===== src/rtl/alarm_pkg.sv =====
// alarm_pkg: shared types, BCD limits and BCD increment helpers for alarm_unit.
// Contents: alarm_state_e FSM encoding, bcd_time_t HH:MM payload,
//           bcd_min_inc / bcd_hrs_inc wrap-around digit steppers.
package alarm_pkg;

  typedef enum logic [1:0] {
    ST_IDLE    = 2'd0,
    ST_RINGING = 2'd1,
    ST_SNOOZED = 2'd2
  } alarm_state_e;

  localparam logic [3:0] MIN_D_MAX      = 4'd5;
  localparam logic [3:0] UNITS_MAX      = 4'd9;
  localparam logic [3:0] HRS_D_MAX      = 4'd2;
  localparam logic [3:0] HRS_U_MAX_AT_2 = 4'd3;

  // HH:MM as four BCD digits, most significant first
  typedef struct packed {
    logic [3:0] hrs_d;
    logic [3:0] hrs_u;
    logic [3:0] min_d;
    logic [3:0] min_u;
  } bcd_time_t;

  // Minutes 00..59 then back to 00; returns {tens, units}
  function automatic logic [7:0] bcd_min_inc(input logic [3:0] d, input logic [3:0] u);
    logic [7:0] r;
    if (u >= UNITS_MAX) begin
      r[3:0] = 4'd0;
      r[7:4] = (d >= MIN_D_MAX) ? 4'd0 : d + 4'd1;
    end else begin
      r = {d, u + 4'd1};
    end
    return r;
  endfunction

  // Hours 00..23 then back to 00; returns {tens, units}
  function automatic logic [7:0] bcd_hrs_inc(input logic [3:0] d, input logic [3:0] u);
    logic [7:0] r;
    if ((d >= HRS_D_MAX) && (u >= HRS_U_MAX_AT_2)) begin
      r = 8'h00;
    end else if (u >= UNITS_MAX) begin
      r = {d + 4'd1, 4'd0};
    end else begin
      r = {d, u + 4'd1};
    end
    return r;
  endfunction

endpackage


===== src/rtl/alarm_tone_gen.sv =====
// alarm_tone_gen: square-wave generator, tone toggles every TONE_DIV enabled cycles.
// Ports: clk, reset (async, active-high), en (advance counter),
//        clr (hold counter and tone at 0, wins over en), tone (registered output).
module alarm_tone_gen #(
  parameter int unsigned TONE_DIV = 8
) (
  input  logic clk,
  input  logic reset,
  input  logic en,
  input  logic clr,
  output logic tone
);

  localparam int unsigned CNT_W = (TONE_DIV > 1) ? $clog2(TONE_DIV) : 1;
  localparam logic [CNT_W-1:0] CNT_LAST = CNT_W'(TONE_DIV - 1);

  logic [CNT_W-1:0] cnt;

  // Half-period counter and tone toggle
  always_ff @(posedge clk or posedge reset) begin
    if (reset) begin
      cnt  <= '0;
      tone <= 1'b0;
    end else if (clr) begin
      cnt  <= '0;
      tone <= 1'b0;
    end else if (en) begin
      if (cnt == CNT_LAST) begin
        cnt  <= '0;
        tone <= ~tone;
      end else begin
        cnt <= cnt + CNT_W'(1);
      end
    end
  end

endmodule


===== src/rtl/alarm_unit.sv =====
// alarm_unit: settable BCD alarm time, match detection against the running clock,
// IDLE/RINGING/SNOOZED sequencing and buzzer tone output.
// Ports: clk, reset (async, active-high); time_{hrs,min}_{d,u} current time (BCD);
//        sec_tick/minute_tick pulses; alarm_en, set_mode levels; inc_min, inc_hrs,
//        snooze, dismiss pulses; alarm_{hrs,min}_{d,u} stored alarm time;
//        ringing, snoozed status; buzzer tone.
// Build option: define ALARM_BEEP_PATTERN_EN to gate the tone 1 s on / 1 s off.
module alarm_unit
  import alarm_pkg::*;
#(
  parameter int unsigned TONE_DIV       = 8,
  parameter int unsigned RING_SECONDS   = 60,
  parameter int unsigned SNOOZE_MINUTES = 5
) (
  input  logic       clk,
  input  logic       reset,
  input  logic [3:0] time_min_u,
  input  logic [3:0] time_min_d,
  input  logic [3:0] time_hrs_u,
  input  logic [3:0] time_hrs_d,
  input  logic       sec_tick,
  input  logic       minute_tick,
  input  logic       alarm_en,
  input  logic       set_mode,
  input  logic       inc_min,
  input  logic       inc_hrs,
  input  logic       snooze,
  input  logic       dismiss,
  output logic [3:0] alarm_min_u,
  output logic [3:0] alarm_min_d,
  output logic [3:0] alarm_hrs_u,
  output logic [3:0] alarm_hrs_d,
  output logic       ringing,
  output logic       snoozed,
  output logic       buzzer
);

  localparam int unsigned RING_W = $clog2(RING_SECONDS + 1);
  localparam int unsigned SNZ_W  = $clog2(SNOOZE_MINUTES + 1);
  localparam logic [RING_W-1:0] RING_MAX = RING_W'(RING_SECONDS);
  localparam logic [SNZ_W-1:0]  SNZ_MAX  = SNZ_W'(SNOOZE_MINUTES);

  bcd_time_t         alarm_q;
  bcd_time_t         now;
  alarm_state_e      state;
  logic [RING_W-1:0] ring_cnt;
  logic [SNZ_W-1:0]  snz_cnt;
  logic              match;
  logic              match_q;
  logic              trigger;
  logic              force_idle;
  logic              tone;
`ifdef ALARM_BEEP_PATTERN_EN
  logic              beep_phase;
`endif

  assign now        = '{hrs_d: time_hrs_d, hrs_u: time_hrs_u, min_d: time_min_d, min_u: time_min_u};
  assign match      = (now == alarm_q);
  // Rising edge of match only, so a dismissed alarm stays quiet for the rest of the minute
  assign trigger    = match & ~match_q & alarm_en & ~set_mode;
  assign force_idle = ~alarm_en | set_mode;

  // Alarm time editing
  always_ff @(posedge clk or posedge reset) begin
    if (reset) begin
      alarm_q <= '0;
    end else if (set_mode) begin
      if (inc_min) {alarm_q.min_d, alarm_q.min_u} <= bcd_min_inc(alarm_q.min_d, alarm_q.min_u);
      if (inc_hrs) {alarm_q.hrs_d, alarm_q.hrs_u} <= bcd_hrs_inc(alarm_q.hrs_d, alarm_q.hrs_u);
    end
  end

  // Alarm state machine with registered status outputs
  always_ff @(posedge clk or posedge reset) begin
    if (reset) begin
      state    <= ST_IDLE;
      ringing  <= 1'b0;
      snoozed  <= 1'b0;
      ring_cnt <= '0;
      snz_cnt  <= '0;
      match_q  <= 1'b1;
`ifdef ALARM_BEEP_PATTERN_EN
      beep_phase <= 1'b0;
`endif
    end else begin
      match_q <= match;
      case (state)
        ST_IDLE: begin
          if (trigger) begin
            state    <= ST_RINGING;
            ringing  <= 1'b1;
            ring_cnt <= '0;
`ifdef ALARM_BEEP_PATTERN_EN
            beep_phase <= 1'b1;
`endif
          end
        end
        ST_RINGING: begin
`ifdef ALARM_BEEP_PATTERN_EN
          if (sec_tick) beep_phase <= ~beep_phase;
`endif
          if (dismiss) begin
            state   <= ST_IDLE;
            ringing <= 1'b0;
          end else if (snooze) begin
            state   <= ST_SNOOZED;
            ringing <= 1'b0;
            snoozed <= 1'b1;
            snz_cnt <= '0;
          end else if (ring_cnt == RING_MAX) begin
            state   <= ST_IDLE;
            ringing <= 1'b0;
          end else if (sec_tick) begin
            ring_cnt <= ring_cnt + RING_W'(1);
          end
        end
        ST_SNOOZED: begin
          if (dismiss) begin
            state   <= ST_IDLE;
            snoozed <= 1'b0;
          end else if (snz_cnt == SNZ_MAX) begin
            state    <= ST_RINGING;
            snoozed  <= 1'b0;
            ringing  <= 1'b1;
            ring_cnt <= '0;
`ifdef ALARM_BEEP_PATTERN_EN
            beep_phase <= 1'b1;
`endif
          end else if (minute_tick) begin
            snz_cnt <= snz_cnt + SNZ_W'(1);
          end
        end
        default: begin
          state   <= ST_IDLE;
          ringing <= 1'b0;
          snoozed <= 1'b0;
        end
      endcase
      // Disable or set mode overrides every transition above
      if (force_idle) begin
        state   <= ST_IDLE;
        ringing <= 1'b0;
        snoozed <= 1'b0;
      end
    end
  end

  alarm_tone_gen #(
    .TONE_DIV (TONE_DIV)
  ) u_tone (
    .clk   (clk),
    .reset (reset),
    .en    (state == ST_RINGING),
    .clr   (state != ST_RINGING),
    .tone  (tone)
  );

`ifdef ALARM_BEEP_PATTERN_EN
  assign buzzer = tone & beep_phase;
`else
  assign buzzer = tone;
`endif

  assign alarm_min_u = alarm_q.min_u;
  assign alarm_min_d = alarm_q.min_d;
  assign alarm_hrs_u = alarm_q.hrs_u;
  assign alarm_hrs_d = alarm_q.hrs_d;

endmodule

===== config.mk =====
export PLATFORM = sky130hd
export DESIGN_NAME = alarm_unit
export DESIGN_NICKNAME = d
export VERILOG_FILES = /design/src/rtl/alarm_pkg.sv /design/src/rtl/alarm_tone_gen.sv /design/src/rtl/alarm_unit.sv
export SDC_FILE = /design/constraint.sdc
export NUM_CORES = 1
export LEC_CHECK = 0
export ABC_AREA = 1
export BUFFER_PORTS_ARGS = -buffer_cell sky130_fd_sc_hd__buf_2
export CAP_MARGIN = 15
export CORE_AREA = 8 8 99 65
export CTS_BUF_LIST = sky130_fd_sc_hd__clkbuf_16
export DETAILED_ROUTE_END_ITERATION = 12
export DIE_AREA = 0 0 107 73
export PLACE_DENSITY = 0.67
export SYNTH_ARGS = -nofsm -noshare
export SYNTH_HDL_FRONTEND = slang
export SYNTH_SLANG_ARGS = --single-unit

===== constraint.sdc =====
create_clock -name clk -period 2.4 [get_ports clk]
set_clock_uncertainty 0.2 [all_clocks]
set_input_delay 0.48 -clock clk [delete_from_list [all_inputs] [get_ports clk]]
set_output_delay 0.48 -clock clk [all_outputs]
set_load 0.1 [all_outputs]

==> impl_metrics.csv, run 1 <==
group,metric,value,unit
clocking,clk_path_buf_depth,2,
sta,setup_viol,0,
sta,fmax,0.507,GHz
setup_path,crit_required,2.40,ns
route,finalWirelength,4860,µm
clocking,cts_sinks,34,
final_layout,antennaDiodeCount,0,
clocking,cts_tree,"built",
power_and_ir_drop,p_per_area,1180,nW/µm²
clocking,cts_htree_levels,2,
clocking,root_buffer,"clkbuf_16",
clocking,ctsHoldBuffers,0,
floorplan,coreArea,4930,µm²
grt,grt_pass1_vias,1811,
route,firstDrtPassIters,4,
setup_path,cp-end-kind,"flop",
synthesis,netlist_instances,291,
synthesis,async_reset_ff_frac,1.00,
power_and_ir_drop,ir_drop,1.05,mV
status,status,"completed",
clocking,clk_pin_slew,0.05,ns
floorplan,die_w,107,µm
synthesis,synth_cell_types,29,
placed_design,gp_congestion,0.800,
synthesis,syn_nets,334,
floorplan,die_area,7810,µm²
final_layout,final_area,2630,µm²
floorplan,pin_count,45,
synthesis,syn_area,2180,µm²
clocking,cts_resized,0,
sta,final-max-slew-violation-count,0,
sta,slew_headroom,0.674,
synthesis,synth_top_flop_cell,"dfrtp_1",
setup_path,critPathLaunchType,"flop",
sta,final.setup.tns,0,ns
synthesis,synth_sequential_area_ratio,0.390,
final_layout,drive_above_1_share,0.235,
final_layout,utilization,0.534,
floorplan,num_rows,20,
clocking,cts_made_buffers,5,
synthesis,synth_edf_count,0,
setup_path,critical_path_class,"flop to flop",
route,vias,1909,
floorplan,start_util,0.443,
synthesis,synth_seq_cells,34,
sta,tightest_slew,0.492,ns
sta,finalHoldViolations,0,
final_layout,syn2layout_area_growth,20.5,%
setup_path,cp_max_fo,7,
grt,grt_max_degree,35,
sta,min_period,1.97,ns
route,drt_iter0_drc,96,
grt,grt_pass1_wl,8320,µm
sta,period_share,0.821,
setup_path,critPathArrivalTime,1.97,ns
grt,antenna_found_initial,0,
sta,rsz0062_at_grt,"no",
clocking,clkLatencyLatePin,0.27,ns
grt,grt.total_usage,0.132,
route,ant_nets,0,
route,drc,0,
placed_design,placed_area,2490,µm²
power_and_ir_drop,cellLeakagePower,0.00149,µW
placed_design,dp_hpwl,3730,µm
clocking,cts_setup_buffers,0,
floorplan,die_h,73,µm
hold_path,worstHoldPathType,"input pin to async pin",
flow_run,cap_viol_max_count,0,
final_layout,finish.net_count,386,
route,wl_per_cell,11.9,µm
grt,overflow,0,
synthesis,ys.warnings.count,0,
synthesis,avgSynthCellArea,7.50,µm²
route,viasPerCell,4.66,
placed_design,io_buffers,44,
-- worst max-delay path, cell delays in order (launching register included) --
cell and delay (ns):
dfrtp_2 0.43, inv_1 0.14, ha_1 0.18, nor2_1 0.04, a21oi_1 0.23, nand2_1 0.15, inv_1 0.19, nand2_1 0.09
xor2_1 0.14, nor2_1 0.10
-- through the flow --
step	instances	setup slack (ns)	power (µW)	hold slack (ns)
detailed placement	402	0.485	2520	0.240
global placement	402	0.497	2500	0.237
global route	410	0.268	3300	0.136
finish	410	0.429	3100	0.0954
floorplan	291	-0.000142	2210	0.215
CTS	410	0.441	3130	0.114
-- report_power, final --
group / internal (µW) / switching [µW]
Combinational: 324 / 1280
Sequential: 707 / 189
Clock: 374 / 221
-- cells in the mapped netlist, types with 5 or more instances --
cell type,instances,share of area
nand4_1,10,0.029
nand3_1,10,0.023
o21ai_2,5,0.020
nand2_2,5,0.014
nand2_1,85,0.15
nor2_1,25,0.043
inv_2,7,0.012
inv_1,45,0.077
dfrtp_1,33,0.38
o21ai_0,11,0.025
a21oi_1,8,0.018
xor2_1,7,0.028
ha_1,17,0.097
-- cells by family (layout without fill, tap and decap cells) --
kind of cell	count (synthesis)	count (layout)	synth area share
flops	34	34	0.390
fa+ha+maj	17	17	0.0974
simple gates	143	143	0.279
xor+xnor	9	9	0.0361
buf+inv	53	106	0.0946
mux	1	1	0.00458
compound gates	34	34	0.0980
-- per-layer routing --
metal	share of wire	GRT usage
met1	0.53	0.186
met2	0.39	0.185
met3	0.065	0.0423
met4	0.010	0.0372
met5	0	0
-- cell type report --
class,count,area (µm²)
fillers,494,2300
multi-input cells,204,1120
flip-flops and latches,34,856
repair buffers,46,235
inverters,52,195
clock buffers,5,125
well taps,66,82.6
clock inverters,3,12.5
-- cell usage in the layout (no fill, tap or decap), types with 8 or more instances in the layout --
master    n
nand4_1  10
buf_2    44
ha_1     17
o21ai_0  11
inv_1    46
nand3_1  10
a21oi_1   8
nor2_1   25
nand2_1  85
dfrtp_1  30
-- sequential cells by signal, summed over array words and instances, names as in the netlist --
| name | flops |
|---|---|
| alarm_hrs_d | 4 |
| alarm_hrs_u | 4 |
| alarm_min_d | 4 |
| alarm_min_u | 4 |
| match_q | 1 |
| ring_cnt | 6 |
| ringing | 1 |
| snoozed | 1 |
| snz_cnt | 3 |
| state | 2 |
| u_tone.cnt | 3 |
| u_tone.tone | 1 |
-- worst paths after layout --
check,start,depth (start not counted),slack (ns),end
setup reg to reg,alarm_min_u[1],9,0.43,alarm_min_d[2]
hold / removal,reset,3,0.1,alarm_hrs_d[1]
min in group clk,u_tone.cnt[0],1,0.24,u_tone.cnt[0]
max in group asynchronous,reset,3,1.56,alarm_min_u[1]
hold reg to reg,u_tone.cnt[0],1,0.24,u_tone.cnt[0]
setup / recovery,alarm_min_u[1],9,0.43,alarm_min_d[2]
No activity file was read; power rests on OpenSTA's default activity.
==> run 2, diff against run 1 <==
==> constraint.sdc (replaced) <==
create_clock -name clk -period 1.89 [get_ports clk]
set_clock_uncertainty 0.2 [all_clocks]
set_input_delay 0.378 -clock clk [delete_from_list [all_inputs] [get_ports clk]]
set_output_delay 0.378 -clock clk [all_outputs]
set_load 0.1 [all_outputs]
==> impl_metrics.csv, run 2 (synthesis results as in run 1) <==
group,metric,value,unit
final_layout,final_common_cell,"nand2_1",
final_layout,finish.net_count,394,
sta,setup_viol,0,
sta,tightest_slew,0.498,ns
power_and_ir_drop,switchingPower,2270,µW
setup_path,cp-end-kind,"flop",
grt,grt_pass1_vias,1895,
floorplan,coreArea,4930,µm²
power_and_ir_drop,cellLeakagePower,0.00152,µW
route,vias,1959,
final_layout,drive_above_1_share,0.332,
placed_design,gp_congestion,0.791,
setup_path,crit_required,1.89,ns
sta,finalHoldViolations,8,
grt,grt.total_usage,0.134,
flow_run,cap_viol_max_count,0,
setup_path,ff2ff_path_depth,10,
power_and_ir_drop,pwr-share-comb,0.507,
route,ant_nets,0,
route,wl_per_cell,12.1,µm
clocking,clk_path_buf_depth,2,
final_layout,antennaDiodeCount,0,
power_and_ir_drop,p_total,4350,µW
floorplan,die_area,7810,µm²
power_and_ir_drop,clkPwrFrac,0.214,
setup_path,critical-path-top-delay-family,"flip-flops",
floorplan,num_rows,20,
clocking,root_buffer,"clkbuf_16",
floorplan,pin_count,45,
power_and_ir_drop,p_per_area,1550,nW/µm²
setup_path,r2r-start,"alarm_hrs_d[1]",
route,drc,0,
placed_design,placedCellCount,408,
setup_path,rrSetupSlack,0.09,ns
clocking,cts_tree,"built",
clocking,cts_made_buffers,5,
clocking,clk_pin_slew,0.06,ns
setup_path,critPathArrivalTime,1.79,ns
placed_design,dp_hpwl,3910,µm
power_and_ir_drop,ir_drop,1.10,mV
sta,min_period,1.80,ns
hold_path,worstHoldPathType,"input pin to async pin",
grt,grt_max_degree,35,
route,firstDrtPassIters,4,
setup_path,cp_max_fo,7,
power_and_ir_drop,seqPwrFrac,0.279,
placed_design,placed_area,2590,µm²
final_layout,regMostFlops,"ring_cnt",
status,status,"complete, but fails checks",
final_layout,syn2layout_area_growth,28.7,%
setup_path,critPathLaunchType,"flop",
sta,final-max-slew-violation-count,0,
clocking,clkLatencyLatePin,0.28,ns
route,viasPerCell,4.69,
grt,grt_pass1_wl,8520,µm
setup_path,crit_chain,"ha_2, nor2_2, nand3_2, o31ai_4, nand2_1, nand2_2, inv_2, o21ai_2, o21ai_1, a21oi_1",
final_layout,final_area,2810,µm²
status,violations,"negative hold slack",
floorplan,die_h,73,µm
setup_path,cp.buffers_inverters,1,
power_and_ir_drop,swShare,0.521,
final_layout,fin_cells,418,
clocking,cts_sinks,34,
sta,hold_slack,-0.00528,ns
clocking,ctsHoldBuffers,0,
final_layout,final_cell_mix,"83 x nand2_1, 44 x buf_2, 42 x inv_1, 24 x nor2_1, 17 x dfrtp_1",
setup_path,timing.rr.end,"alarm_hrs_d[0]",
route,finalWirelength,5070,µm
sta,slew_headroom,0.670,
sta,fmax,0.556,GHz
power_and_ir_drop,p_int,2090,µW
grt,antenna_found_initial,0,
clocking,cts_htree_levels,2,
floorplan,start_util,0.443,
setup_path,critical_path_class,"flop to flop",
sta,setup_ws,0.0924,ns
sta,period_share,0.951,
floorplan,die_w,107,µm
grt,overflow,0,
placed_design,io_buffers,44,
route,drt_iter0_drc,72,
final_layout,largest_register_ffs,6,
placed_design,place_ws,0.00137,ns
setup_path,slowest_delay,0.50,ns
sta,final.setup.tns,0,ns
sta,rsz0062_at_grt,"no",
setup_path,slowest_stage,"dfrtp_4",
run 2: cell type report:
type                    count  area [µm²]
flip-flops and latches     34         900
inverters                  52         195
clock buffers               5         125
fillers                   467        2120
well taps                  66        82.6
repair buffers             54         295
clock inverters             3        40.0
multi-input cells         204        1170
run 2: how the worst max path moves through the flow:
stage / start / end / slack [ns] / cells after the start
finish: alarm_hrs_d[1] / alarm_hrs_d[0] / 0.09 / 10
global route: alarm_hrs_d[1] / alarm_hrs_d[0] / 0.006 / 10
CTS: alarm_hrs_d[1] / alarm_hrs_d[0] / 0.02 / 10
detailed placement: alarm_hrs_u[0] / alarm_hrs_d[0] / 0.001 / 8
global placement: alarm_min_u[1] / alarm_min_d[2] / 0.07 / 9
floorplan: alarm_hrs_u[0] / alarm_hrs_d[0] / -0.02 / 8
run 2: tightest hold or removal path, delay by kind of cell:
kind	cells	cell delay, ns
buffers and inverters	3	0.53
run 2: layer usage:
metal  GRT usage  routed length (µm)  up-vias
met2       0.209                2150       33
met1       0.174                2630      887
li1            -                   -     1034
met5           0                   0        -
met4      0.0357                  41        0
met3      0.0423                 243        5
run 2: through the flow:
stage,hold WS (ns),util
after global routing,0.0505,0.570
after detailed placement,0.249,0.526
after global placement,0.236,0.526
after CTS,0.0149,0.561
after floorplan,0.215,-
final,-0.00528,0.570
run 2: timing repair:
item,in CTS,in global routing
resized for setup,1,9
endpoints found under the setup margin,1,9
gates cloned,0,0
pin swaps,0,3
setup buffers,0,2
run 2: power groups by stage:
stage	Combinational [µW]	Clock [µW]	Sequential, µW
2_1_floorplan	677	0	2230
3_3_place_gp	2100	0	1200
3_5_place_dp	2120	0	1210
4_1_cts	2150	944	1210
5_1_grt	2380	972	1250
6_report	2210	930	1210
